$ cat config.mk
export PLATFORM = sky130hd
export DESIGN_NAME = voice_allocator
export DESIGN_NICKNAME = d
export VERILOG_FILES = /design/src/rtl/music_pkg.sv /design/src/rtl/voice_select.sv /design/src/rtl/voice_allocator.sv
export SDC_FILE = /design/constraint.sdc
export NUM_CORES = 1
export LEC_CHECK = 0
export ABC_AREA = 1
export BUFFER_PORTS_ARGS = -buffer_cell sky130_fd_sc_hd__clkbuf_2
export CORE_AREA = 2 2 79 96
export CTS_CLUSTER_DIAMETER = 60
export DETAILED_ROUTE_END_ITERATION = 10
export DIE_AREA = 0 0 81 98
export HOLD_SLACK_MARGIN = 0.1
export PLACE_DENSITY = 0.71
export SLEW_MARGIN = 20
export SYNTH_ARGS = -nofsm -noshare
export SYNTH_HDL_FRONTEND = slang
export SYNTH_SLANG_ARGS = --single-unit
$ cat constraint.sdc
create_clock -name clk -period 3.04 [get_ports clk]
set_input_delay 0.152 -clock clk [delete_from_list [all_inputs] [get_ports clk]]
set_output_delay 0.152 -clock clk [all_outputs]
set_load 0.02 [all_outputs]
$ cat src/rtl/music_pkg.sv
// Shared constants and types for the music player voice allocation path.
package music_pkg;

  localparam int NUM_VOICES_DEF = 3;
  localparam int NOTE_W_DEF     = 6;
  localparam int DUR_W_DEF      = 6;

  // Note code that means "silence"; such entries never occupy a voice.
  localparam int REST_NOTE      = 0;

  typedef enum logic [0:0] {
    ACCEPT = 1'b0,
    WAIT   = 1'b1
  } alloc_state_e;

endpackage

$ cat src/rtl/voice_select.sv
// Combinational pick of the voice that receives the next note: lowest free
// voice, otherwise the voice closest to finishing (lowest index on a tie).
module voice_select #(
  parameter int NUM_VOICES = 3,
  parameter int DUR_W      = 6,
  parameter int IDX_W      = 2
) (
  input  logic [NUM_VOICES*DUR_W-1:0] remaining,
  output logic [IDX_W-1:0]            target,
  output logic                        all_busy
);

  logic             free_found_s;
  logic [IDX_W-1:0] free_idx_s;
  logic [IDX_W-1:0] min_idx_s;
  logic [DUR_W-1:0] min_val_s;

  // Scan for the first idle voice and, in parallel, the least-remaining voice.
  always_comb begin
    free_found_s = 1'b0;
    free_idx_s   = {IDX_W{1'b0}};
    min_idx_s    = {IDX_W{1'b0}};
    min_val_s    = remaining[0 +: DUR_W];
    for (int i = 0; i < NUM_VOICES; i++) begin
      if (!free_found_s && (remaining[i*DUR_W +: DUR_W] == {DUR_W{1'b0}})) begin
        free_found_s = 1'b1;
        free_idx_s   = IDX_W'(i);
      end else begin
        free_found_s = free_found_s;
      end
    end
    // Strict less-than keeps the lower index when counts tie.
    for (int i = 1; i < NUM_VOICES; i++) begin
      if (remaining[i*DUR_W +: DUR_W] < min_val_s) begin
        min_val_s = remaining[i*DUR_W +: DUR_W];
        min_idx_s = IDX_W'(i);
      end else begin
        min_val_s = min_val_s;
      end
    end
    all_busy = !free_found_s;
    if (free_found_s) begin
      target = free_idx_s;
    end else begin
      target = min_idx_s;
    end
  end

endmodule

$ cat src/rtl/voice_allocator.sv
// Assigns song entries to note_player voices, tracks per-voice remaining
// beats, and stalls the song stream while a wait entry counts down.
module voice_allocator
  import music_pkg::*;
#(
  parameter int NUM_VOICES = NUM_VOICES_DEF,
  parameter int NOTE_W     = NOTE_W_DEF,
  parameter int DUR_W      = DUR_W_DEF
) (
  input  logic                         clk,
  input  logic                         reset,
  input  logic                         play,
  input  logic                         flush,
  input  logic                         beat,
  input  logic                         in_valid,
  output logic                         in_ready,
  input  logic                         in_is_wait,
  input  logic [NOTE_W-1:0]            in_note,
  input  logic [DUR_W-1:0]             in_duration,
  output logic [NUM_VOICES-1:0]        voice_load,
  output logic [NUM_VOICES*NOTE_W-1:0] voice_note,
  output logic [NUM_VOICES-1:0]        voice_active,
  output logic                         stalled
);

  localparam int IDX_W = (NUM_VOICES > 1) ? $clog2(NUM_VOICES) : 1;

  alloc_state_e                 state_r;
  alloc_state_e                 state_next_s;
  logic [DUR_W-1:0]             wait_r;
  logic [NUM_VOICES*DUR_W-1:0]  remaining_r;
  logic [NUM_VOICES*NOTE_W-1:0] voice_note_r;
  logic [NUM_VOICES-1:0]        voice_load_r;
  logic [IDX_W-1:0]             target_s;
  logic                         all_busy_s;
  logic                         clear_s;
  logic                         tick_s;
  logic                         accept_s;
  logic                         load_s;
  logic                         wait_start_s;
  logic                         in_ready_s;
  logic                         stalled_s;

  // Reset and flush are interchangeable clears.
  assign clear_s      = reset | flush;
  // Beats only count while playing; a pause freezes every counter.
  assign tick_s       = beat & play;
  // Built from state directly rather than in_ready to keep the FSM acyclic.
  assign accept_s     = in_valid & play & (state_r == ACCEPT);
  assign load_s       = accept_s & ~in_is_wait
                      & (in_note != NOTE_W'(REST_NOTE))
                      & (in_duration != {DUR_W{1'b0}});
  assign wait_start_s = accept_s & in_is_wait & (in_duration != {DUR_W{1'b0}});

  assign in_ready   = in_ready_s;
  assign stalled    = stalled_s;
  assign voice_load = voice_load_r;
  assign voice_note = voice_note_r;

  voice_select #(
    .NUM_VOICES (NUM_VOICES),
    .DUR_W      (DUR_W),
    .IDX_W      (IDX_W)
  ) u_voice_select (
    .remaining (remaining_r),
    .target    (target_s),
    .all_busy  (all_busy_s)
  );

  // State register.
  always_ff @(posedge clk) begin
    if (clear_s) begin
      state_r <= ACCEPT;
    end else begin
      state_r <= state_next_s;
    end
  end

  // Next state and handshake outputs; a wait ends on the beat that empties it.
  always_comb begin
    state_next_s = state_r;
    in_ready_s   = 1'b0;
    stalled_s    = 1'b0;
    case (state_r)
      ACCEPT: begin
        in_ready_s = play;
        if (wait_start_s) begin
          state_next_s = WAIT;
        end else begin
          state_next_s = ACCEPT;
        end
      end
      WAIT: begin
        stalled_s = 1'b1;
        if (tick_s && (wait_r <= DUR_W'(1))) begin
          state_next_s = ACCEPT;
        end else begin
          state_next_s = WAIT;
        end
      end
      default: begin
        state_next_s = ACCEPT;
      end
    endcase
  end

  // Wait counter: loaded on a nonzero wait entry, counts beats down to zero.
  always_ff @(posedge clk) begin
    if (clear_s) begin
      wait_r <= {DUR_W{1'b0}};
    end else if (wait_start_s) begin
      wait_r <= in_duration;
    end else if ((state_r == WAIT) && tick_s && (wait_r != {DUR_W{1'b0}})) begin
      wait_r <= wait_r - DUR_W'(1);
    end else begin
      wait_r <= wait_r;
    end
  end

  // Per-voice note, remaining count and load pulse; a load beats a decrement.
  always_ff @(posedge clk) begin
    if (clear_s) begin
      remaining_r  <= {(NUM_VOICES*DUR_W){1'b0}};
      voice_note_r <= {(NUM_VOICES*NOTE_W){1'b0}};
      voice_load_r <= {NUM_VOICES{1'b0}};
    end else begin
      voice_load_r <= {NUM_VOICES{1'b0}};
      for (int i = 0; i < NUM_VOICES; i++) begin
        if (load_s && (target_s == IDX_W'(i))) begin
          remaining_r[i*DUR_W +: DUR_W]   <= in_duration;
          voice_note_r[i*NOTE_W +: NOTE_W] <= in_note;
          voice_load_r[i]                 <= 1'b1;
        end else if (tick_s && (remaining_r[i*DUR_W +: DUR_W] != {DUR_W{1'b0}})) begin
          remaining_r[i*DUR_W +: DUR_W] <= remaining_r[i*DUR_W +: DUR_W] - DUR_W'(1);
        end else begin
          remaining_r[i*DUR_W +: DUR_W] <= remaining_r[i*DUR_W +: DUR_W];
        end
      end
    end
  end

  // A voice sounds while it still has beats left.
  always_comb begin
    voice_active = {NUM_VOICES{1'b0}};
    for (int i = 0; i < NUM_VOICES; i++) begin
      voice_active[i] = (remaining_r[i*DUR_W +: DUR_W] != {DUR_W{1'b0}});
    end
  end

endmodule

==> flow_summary.toml <==
[power_and_ir_drop]
ir_drop_v = 0.0002138
power.density_nw_per_um2 = 429.2
static-leakage-power_nw = 1.614

[detailed_routing]
wl_per_cell_um = 13.39
detailroute.via_count = 2757
drtPass1Iterations = 4
remaining_drc_errors = 0
postRouteAntennaNets = 0
dr.first_iter.drc_count = 167
postRouteWirelength_um = 7377
drt-vias-per-instance = 5.004

[synthesis]
yosysWarnings = 0
asyncSetResetFlopFracSynth_pct = 0
synth_enable_flop_cells = 0
synth_most_common_cell = "sky130_fd_sc_hd__nand2_1"
synth_fp_nets = 436
synth.yosys.seq_area_share_pct = 33.38
area_share_of_the_largest_cell_type_after_synthesis_pct = 33.38
synth_seq_cells = 46
synth.lib_cells_used.distinct = 34
netlist_area_um2 = 2759
synth.cells.most_frequent = "81 x sky130_fd_sc_hd__nand2_1, 58 x sky130_fd_sc_hd__nor2_1, 46 x sky130_fd_sc_hd__dfxtp_1"
post_synth.cell_area_avg_um2 = 6.880
netlist_instances = 401
dominantRegCellSynth = "sky130_fd_sc_hd__dfxtp_1"
ys_top_cells_by_area = "sky130_fd_sc_hd__dfxtp_1 33%, sky130_fd_sc_hd__nand2_1 11%, sky130_fd_sc_hd__nor2_1 7.9%"
post-synth-top-area-cell = "sky130_fd_sc_hd__dfxtp_1"

[sta]
layout_min_cycle_time_ps = 2899
period_share_pct = 95.36
fin_skew_ps = 11.62
worst_slew_pin_slew_ps = 700.1
worst_slew_margin_rel_pct = 53.28
whs_ps = 136.1
setup-violations-final = 0
hold_viol = 0
post-route-worst-setup-slack_ps = 141.0
fmaxAchievable_ghz = 0.3449
timing_max_transition_violations_final = 0

[setup_path]
worstSetupStartpointType = "register"
worst-endpoint-arrival_ps = 3060
worst_path_cell_chain = "inv_6 > ha_4 > nand2_2 > nand2_2 > a21oi_4 > nand2_4 > nand2_2 > o21ai_2 > ha_1 > a21oi_2 > nor2_1 > a211oi_2 > nand2_1 > nand3_2 > nand2_4 > nor2_4 > nand2_1 > nand2_1 > a21oi_1"
worst-r2r-cell-count = 19
criticalPathCategory = "reg -> reg"
critical-path-max-stage-delay_ps = 390
worstPathMaxFanout = 7
critical_path.n_buffers_inverters = 1
cp_slowest_cell = "sky130_fd_sc_hd__dfxtp_4"
required_ps = 3200
critPathCaptureType = "register"
critical_path_depth = 19
critPathTopFamily = "simple AND/OR/NAND/NOR gates"

[clock_network]
cts-root-to-sink-buffers = 2
clock-root-buffer = "sky130_fd_sc_hd__clkbuf_8"
number_of_hold_buffers_added_after_cts = 0
clkSlewWorstSetupHoldPaths_ps = 90
cts.sinks = 46
tritoncts_clock_tree = "built"
clock_insertion_delay_worst_skew_ps = 310
cts-htree-levels = 2
tritoncts.num_buffers = 5

[worst_hold_path]
holdCritPathClass = "in -> reg"
worst_hold_stages = 3

[global_routing]
first_global_vias = 2508
grt_pass1_wl_um = 11650
track_usage_pct = 18.60
grt_max_degree = 28
antenna_found_initial = 0
grt.overflow.total = 0

[status]
run_status = "finished, final reports clean"

[floorplanning]
die_area_um2 = 7938
placement_rows = 34
initial_utilization_pct = 39.07
die_width_um = 81
pin_count = 45
core_area_um2 = 7062
die_y_extent_um = 98

[finish]
area_taken_by_flip_flops_and_latches_um2 = 932.1
final.fill_count = 756
finalNetCount = 495
final_core_utilization_pct = 48.03
finish.cell_count_without_fillers = 551
final_layout_size_suffix_gt1_share_pct = 27.77
diodes = 0
syn_to_final_growth_pct = 22.95
multiInputGateArea_um2 = 1674

[placed_design]
dp.cells = 533
place_hpwl_um = 5461
gpl.final_weighted_congestion = 0.8389
io_buffer_count = 44
pre_cts_setup_slack_ps = -84.05

[run]
drv_cap = 0
==> power breakdown <==
part / total (mW) / internal [mW] / switching, mW
clock network: 0.384 / 0.162 / 0.222
logic: 0.446 / 0.173 / 0.273
registers: 0.626 / 0.614 / 0.0113
==> path summary, 6_finish.rpt <==
check	from	end	slack (ps)
max reg2reg	remaining_r[3]	remaining_r[2]	140
max	remaining_r[3]	remaining_r[2]	140
min	in_duration[1]	wait_r[1]	140
min reg2reg	wait_r[1]	wait_r[1]	490
==> kinds of logic after synthesis <==
kind of cell	Yosys count	synth area share, %
AOI/OAI and AO/OA	72	13.97
buffers and inverters	61	9.841
and+or+nand+nor	192	31.11
xor gates and xnor gates	14	4.444
DFF	46	33.38
adders and majority gates	16	7.256
==> final cells by class <==
| class | count | area share, % |
|---|---|---|
| clock buffer | 5 | 2.029 |
| timing repair buffer | 64 | 11.47 |
| clock inverter | 3 | 0.6271 |
| tap | 90 | 3.320 |
| inverter | 49 | 5.717 |
| sequential | 46 | 27.48 |
| multi-input combinational | 294 | 49.35 |
==> registers in the layout, summed over array words and instances, names as in the netlist <==
register / count
remaining_r: 18
state_r: 1
voice_load: 3
voice_note: 18
wait_r: 6
==> cells in the final DEF, fill, tap and decap left out, drive strengths merged <==
master,netlist,final
or2,2,2
buf,7,20
clkinvlp,0,1
inv,48,48
a211oi,1,1
a21oi,21,21
o22ai,1,1
clkbuf,5,49
a31oi,5,5
nor3,4,4
dfxtp,46,46
nor2,60,60
nand4,1,1
o21bai,1,1
nand3,30,30
xor2,10,10
or3,1,1
ha,16,16
nor4,3,3
nand2,91,91
o211ai,2,2
clkinv,1,3
xnor2,4,4
o21ai,41,41
==> routing by layer <==
metal / global-route usage [%] / share of wire, % / vias to the layer above
li1: - / - / 1411
met1: 23.89 / 42 / 1277
met2: 31.40 / 52 / 55
met3: 2.865 / 3.3 / 14
met4: 6.128 / 2.1 / 0
met5: 0 / 0 / -
==> per-stage QoR <==
step | setup TNS, ps | total power, mW | area (um^2)
after floorplan | 0 | 0.9046 | 2759
after global placement | 0 | 0.9795 | 3079
after detailed placement | -909.7 | 0.9874 | 3079
after CTS | 0 | 1.374 | 3179
after global routing | -423.4 | 1.540 | 3392
final | 0 | 1.456 | 3392
==> timing repair <==
action                     in CTS  in global routing
pin swaps                       0                 22
setup buffers                   0                 10
setup endpoints to repair      30                 39
resized for setup               2                 48
gates cloned                    0                  0
==> tightest hold or removal path: stages <==
cell                       delay, ps
sky130_fd_sc_hd__clkbuf_2         90
sky130_fd_sc_hd__nand2_1          70
sky130_fd_sc_hd__a31oi_1          80
Power figures use the tool's default switching activity.
